## src/rtl/fetch_unit_if.sv

```systemverilog
// Handshake bundle between fetch_unit, instruction memory, decoder and control.
// master = fetch unit side; slave = environment side.
interface fetch_unit_if #(
   parameter int unsigned PC_WIDTH = 8
);
   logic                imem_req;
   logic [PC_WIDTH-1:0] imem_addr;
   logic                imem_ack;
   logic [7:0]          imem_rdata;
   logic                instr_valid;
   logic [7:0]          instr;
   logic [PC_WIDTH-1:0] instr_pc;
   logic                instr_ready;
   logic                redirect_valid;
   logic [PC_WIDTH-1:0] redirect_pc;
   logic                halt;
   logic                resume;
   logic                halted;

   modport master (
      output imem_req, imem_addr, instr_valid, instr, instr_pc, halted,
      input  imem_ack, imem_rdata, instr_ready, redirect_valid, redirect_pc, halt, resume
   );

   modport slave (
      input  imem_req, imem_addr, instr_valid, instr, instr_pc, halted,
      output imem_ack, imem_rdata, instr_ready, redirect_valid, redirect_pc, halt, resume
   );
endinterface

```

## src/rtl/fetch_unit.sv

```systemverilog
// Byte-wide instruction fetch unit: pc, one-entry output buffer, RUN/HALTED control.
// Redirect beats halt beats resume; ack is only honoured while a request is driven.
module fetch_unit #(
   parameter int unsigned         PC_WIDTH = 8,
   parameter logic [PC_WIDTH-1:0] RESET_PC = '0
) (
   input logic          clk,
   input logic          rst_n,
   fetch_unit_if.master fetch
);

   typedef enum logic {StRun, StHalted} state_e;

   state_e              r_state;
   logic [PC_WIDTH-1:0] r_pc;
   logic [7:0]          r_instr;
   logic [PC_WIDTH-1:0] r_instr_pc;
   logic                r_instr_valid;
   logic                r_halted;

   logic w_req;
   logic w_fire;
   logic w_take;

   // rst_n gates the request so nothing is issued while reset is held
   assign w_req  = rst_n && (r_state == StRun) && !fetch.redirect_valid && !fetch.halt &&
                   (!r_instr_valid || fetch.instr_ready);
   assign w_fire = w_req && fetch.imem_ack;
   assign w_take = r_instr_valid && fetch.instr_ready;

   assign fetch.imem_req    = w_req;
   assign fetch.imem_addr   = r_pc;
   assign fetch.instr_valid = r_instr_valid;
   assign fetch.instr       = r_instr;
   assign fetch.instr_pc    = r_instr_pc;
   assign fetch.halted      = r_halted;

   always_ff @(posedge clk or negedge rst_n) begin
      if (!rst_n) begin
         r_state       <= StRun;
         r_pc          <= RESET_PC;
         r_instr       <= '0;
         r_instr_pc    <= '0;
         r_instr_valid <= 1'b0;
         r_halted      <= 1'b0;
      end else if (fetch.redirect_valid) begin
         r_state       <= StRun;
         r_halted      <= 1'b0;
         r_pc          <= fetch.redirect_pc;
         r_instr_valid <= 1'b0;
      end else if (fetch.halt) begin
         r_state       <= StHalted;
         r_halted      <= 1'b1;
         r_instr_valid <= 1'b0;
      end else begin
         unique case (r_state)
            StHalted: begin
               if (fetch.resume) begin
                  r_state  <= StRun;
                  r_halted <= 1'b0;
               end
            end
            StRun: begin
               if (w_fire) begin
                  r_instr       <= fetch.imem_rdata;
                  r_instr_pc    <= r_pc;
                  r_instr_valid <= 1'b1;
                  r_pc          <= r_pc + 1'b1;
               end else if (w_take) begin
                  r_instr_valid <= 1'b0;
               end
            end
            default: begin
               r_state  <= StRun;
               r_halted <= 1'b0;
            end
         endcase
      end
   end

endmodule
```

## src/flat_wrapper.sv

```systemverilog
// flat-port wrapper written by rule: the top's interface ports become plain ports
module fetch_unit_flat 
#(
   parameter int unsigned         PC_WIDTH = 8,
   parameter logic [PC_WIDTH-1:0] RESET_PC = '0
)
  (clk, rst_n, fetch_imem_req, fetch_imem_addr, fetch_instr_valid, fetch_instr, fetch_instr_pc, fetch_halted, fetch_imem_ack, fetch_imem_rdata, fetch_instr_ready, fetch_redirect_valid, fetch_redirect_pc, fetch_halt, fetch_resume);
  fetch_unit_if #(.PC_WIDTH(PC_WIDTH)) fetch_i ();
  input logic clk;
  input logic rst_n;
  output wire logic [$bits(fetch_i.imem_req)-1:0] fetch_imem_req;
  output wire logic [$bits(fetch_i.imem_addr)-1:0] fetch_imem_addr;
  output wire logic [$bits(fetch_i.instr_valid)-1:0] fetch_instr_valid;
  output wire logic [$bits(fetch_i.instr)-1:0] fetch_instr;
  output wire logic [$bits(fetch_i.instr_pc)-1:0] fetch_instr_pc;
  output wire logic [$bits(fetch_i.halted)-1:0] fetch_halted;
  input wire logic [$bits(fetch_i.imem_ack)-1:0] fetch_imem_ack;
  input wire logic [$bits(fetch_i.imem_rdata)-1:0] fetch_imem_rdata;
  input wire logic [$bits(fetch_i.instr_ready)-1:0] fetch_instr_ready;
  input wire logic [$bits(fetch_i.redirect_valid)-1:0] fetch_redirect_valid;
  input wire logic [$bits(fetch_i.redirect_pc)-1:0] fetch_redirect_pc;
  input wire logic [$bits(fetch_i.halt)-1:0] fetch_halt;
  input wire logic [$bits(fetch_i.resume)-1:0] fetch_resume;
  assign fetch_imem_req = fetch_i.imem_req;
  assign fetch_imem_addr = fetch_i.imem_addr;
  assign fetch_instr_valid = fetch_i.instr_valid;
  assign fetch_instr = fetch_i.instr;
  assign fetch_instr_pc = fetch_i.instr_pc;
  assign fetch_halted = fetch_i.halted;
  assign fetch_i.imem_ack = fetch_imem_ack;
  assign fetch_i.imem_rdata = fetch_imem_rdata;
  assign fetch_i.instr_ready = fetch_instr_ready;
  assign fetch_i.redirect_valid = fetch_redirect_valid;
  assign fetch_i.redirect_pc = fetch_redirect_pc;
  assign fetch_i.halt = fetch_halt;
  assign fetch_i.resume = fetch_resume;
  fetch_unit #(.PC_WIDTH(PC_WIDTH), .RESET_PC(RESET_PC)) u_core (.clk(clk), .rst_n(rst_n), .fetch(fetch_i));
endmodule
```

## config.mk

```make
export PLATFORM = sky130hd
export DESIGN_NAME = fetch_unit_flat
export DESIGN_NICKNAME = d
export VERILOG_FILES = /design/src/rtl/fetch_unit_if.sv /design/src/rtl/fetch_unit.sv /design/src/flat_wrapper.sv
export SDC_FILE = /design/constraint.sdc
export NUM_CORES = 1
export LEC_CHECK = 0
export BUFFER_PORTS_ARGS = -buffer_cell sky130_fd_sc_hd__buf_4
export CORE_ASPECT_RATIO = 0.8
export CORE_MARGIN = 2
export CORE_UTILIZATION = 40
export CTS_CLUSTER_DIAMETER = 50
export DETAILED_ROUTE_END_ITERATION = 10
export PLACE_DENSITY = 0.74
export SLEW_MARGIN = 20
export SYNTH_ARGS = -nofsm -noshare
export SYNTH_HDL_FRONTEND = slang
export SYNTH_SLANG_ARGS = --single-unit
```

## constraint.sdc

```tcl
create_clock -name clk -period 5.3 [get_ports clk]
set_input_delay 0.795 -clock clk [delete_from_list [all_inputs] [get_ports clk]]
set_output_delay 0.795 -clock clk [all_outputs]
set_load 0.1 [all_outputs]
```

==> summary by stage <==
Floorplan
The chip height is between 50 and 60 um. The die area is ~3500 um^2. The initial standard-cell utilization of the core is 43.2%.

The die width is 65.8 um. The number of placement rows is 17. After floorplanning, the core was sized to cover 2830 um^2. The boundary pin count is 50.

Critical path
The critical path start-end classification is in -> out. The required arrival time at the worst endpoint is between 4 and 5 ns. In this design, the critical path's most frequently occurring cell is buf_4. Among all stages on the critical path, the largest delay is contributed by buf_4. The category of the worst setup path capture point is an output pin. Walking the worst path, the cells encountered are buf_4 > nand2b_1 > nor3_1 > buf_4. At the worst endpoint, the arrival time is 1.86 ns. For this run, the slowest stage of the critical path takes 0.32 ns.

The launching element type of the critical path is an input port. In this run the worst path has a maximum fanout of 30.

Clocking
The root buffer cell chosen for the clock tree is clkbuf_8. Buffers added to address setup during post-CTS repair amount to 0. CTS built an H-tree with a depth of 1. The number of buffers added to fix hold violations after cts is 0. In this run, post-CTS repair resized a total of 0 instances. The source-to-sink clock delay at the later pin of the worst-skew pair is 0.26 ns. The TritonCTS clock tree is done. The clock sink count is 27. Buffers inserted during clock tree synthesis total 3.

In this run the deepest clock path goes through 2 buffers. The clock transition time at the flip-flop clock pins of the worst setup and hold paths is 0.08 ns.

Finish
The top cell types in the final layout, fill and taps aside, are buf_4 (49), dfrtp_1 (27), mux2_2 (17). The core utilization of the finished layout is 58.0%. The leading cell type in the layout, fill and taps excluded is buf_4. The net count reported at finish is 173.

The number of antenna diodes in the final layout is 0. The post-route netlist has roughly 47% of its cells at a drive strength greater than 1. Compared with the post-synthesis result, the final layout area differs by 34.2%.

Yosys
A synthesized cell averages approximately 12 um^2. The flop and latch count out of synthesis is 27. The total nets after synthesis is 124. The synthesized design contains 0 enable-type register cells. In this run the biggest area consumer among cell types represents ~55% of the synthesized area.

The largest total area in the synthesized netlist belongs to dfrtp_1. The fraction of registers with async set or reset after synthesis is 100%. The flip-flop cell with the highest count after synthesis is dfrtp_1. The register area share after synthesis is 55.3%. The total standard cell area after synthesis is 1220 um^2.

After synthesis, the cell types taking the most area are dfrtp_1 (55%), mux2_2 (16%), xnor2_1 (3.6%), nand2_1 (3.1%), buf_6 (2.8%). Yosys mapped the design onto 25 distinct sky130hd cell types. During synthesis, Yosys emitted a total of 0 warnings.

Counting every instance in the synthesized netlist gives 100.

STA
The final setup violation count is 0. The total negative setup slack is 0 ns. The worst pin sits at a relative slew slack of ~47%. The share of the clock period used by the worst path after layout is 50.1%. The max-slew violation count came to 0. Clock skew on the completed layout was measured at around 0.0017 ns.

For the finished layout, the period the worst path requires is 2.66 ns. The final count of hold timing violations is 0. The measured slew at the worst slew-check pin is 0.790 ns. For this run, the top clock speed supported by timing is 376 MHz. Setup repair after global routing left no endpoint under its margin.

Job
The number of max-cap violations is 0.

Route
The iteration-0 DRC count of the detailed router is 40. For this run, the detailed router's first-pass iteration total came to 3. The final routed DRC violation total is 0.

After detailed routing, the average wire length per cell comes to 13.1 um. Dividing the detail-routed via count by the number of cells gives 4.97. The count of antenna-violating nets left after detailed routing is 0. For this block, the via count after detailed routing is 924. The total wirelength of the detailed-routed design is 2440 um.

Global routing
The number of antenna violations at the first check in global routing is 0. Global routing used between 15 and 20% of the available tracks. For this run the aggregate overflow at the end of global routing stands at 0. The via count of the first global-routing pass is roughly 940. The first global-routing pass estimated 4130 um of wire. Entering global routing, the biggest net connects 31 pins.

Placed design
Input and output buffers added on the ports amount to 49. The post-detailed-placement half-perimeter wirelength is 1880 um. The congestion estimate from routability-driven global placement came to 0.882.

Run status
The run finished with clean final reports.

Power
The worst supply voltage drop on vdd is 0.000263 V. The leakage power summed over all cells is 0.769 nW. Dividing total power by cell area gives a power density of between 400 and 500 nW/um^2.

Hold path
The tightest min-delay check is of the in -> async type.
layout make-up:
| class | count | area (um^2) |
|---|---|---|
| Fill cell | 260 | 1190 |
| Sequential cell | 27 | 676 |
| Multi-Input combinational cell | 67 | 500 |
| Timing Repair Buffer | 49 | 368 |
| Tap cell | 38 | 47.5 |
| Clock buffer | 4 | 45.0 |
| Inverter | 1 | 3.75 |
synth_stat cells (2+ instances only):
| library cell | count |
|---|---|
| nand2b_1 | 2 |
| a21oi_1 | 3 |
| nor3_1 | 2 |
| nor4_1 | 5 |
| mux2_2 | 17 |
| o21ai_0 | 6 |
| dfrtp_1 | 27 |
| nand4_1 | 3 |
| nand2_1 | 10 |
| nor2b_1 | 2 |
| nor2_1 | 3 |
| buf_6 | 3 |
| xnor2_1 | 5 |
where the power goes:
group	switching (W)	total [W]	internal (W)
Sequential	0.0000257	0.000271	0.000245
Clock	0.0000571	0.000111	0.0000537
Combinational	0.000335	0.000429	0.0000936
Total	0.000418	0.000810	0.000392
cell families (layout without fill, tap and decap cells):
kind of cell / count (synthesis) / after routing / synth area share (%)
xor+xnor: 6 / 6 / 4.30
fa+ha+maj: 1 / 1 / 1.02
simple gates: 31 / 31 / 13.6
compound gates: 10 / 10 / 4.30
mux: 19 / 19 / 17.7
buf+inv: 6 / 54 / 3.79
flops: 27 / 27 / 55.3
layer usage:
metal  track usage (%)  up-vias  wire (um)
li1                  -      447          -
met1              18.4      442       1060
met2              27.9       32       1170
met3              5.32        3        191
met4              3.82        0         10
met5                 0        -          0
stage by stage:
step / cells / setup WS, ns / instance area (um^2) / total power, W / hold slack, ns
after floorplan: 100 / 1.18 / 1220 / 0.000610 / 0.499
after global placement: 182 / 2.46 / 1600 / 0.000701 / 0.488
after detailed placement: 182 / 2.42 / 1600 / 0.000706 / 0.498
after CTS: 186 / 2.62 / 1640 / 0.000818 / 0.441
after global routing: 186 / 2.57 / 1640 / 0.000846 / 0.443
final: 186 / 2.64 / 1640 / 0.000810 / 0.434
state kept, by name, indices dropped and copies added (netlist names):
| register | count |
|---|---|
| u_core.fetch.instr_valid | 1 |
| u_core.r_state | 1 |
| u_core.fetch.imem_addr | 8 |
| u_core.fetch.halted | 1 |
| u_core.fetch.instr_pc | 8 |
| u_core.fetch.instr | 8 |
final timing paths:
kind / start / end / slack [ns] / depth (start not counted)
worst max register to register: u_core.fetch.instr_valid / u_core.fetch.imem_addr[1] / 3.12 / 4
min in group clk: u_core.fetch.instr[1] / u_core.fetch.instr[1] / 0.51 / 1
worst min register to register: u_core.fetch.instr[1] / u_core.fetch.instr[1] / 0.51 / 1
worst max-delay path: rst_n / fetch_imem_req / 2.64 / 4
worst min-delay path: rst_n / u_core.fetch.instr[7] / 0.43 / 1
max in group asynchronous: rst_n / u_core.fetch.imem_addr[7] / 4.60 / 1
worst max-delay path, delay by kind of cell:
kind	cells	cell delay [ns]
and+or+nand+nor	2	0.41
buffers and inverters	2	0.64
Power figures use the tool's default switching activity.
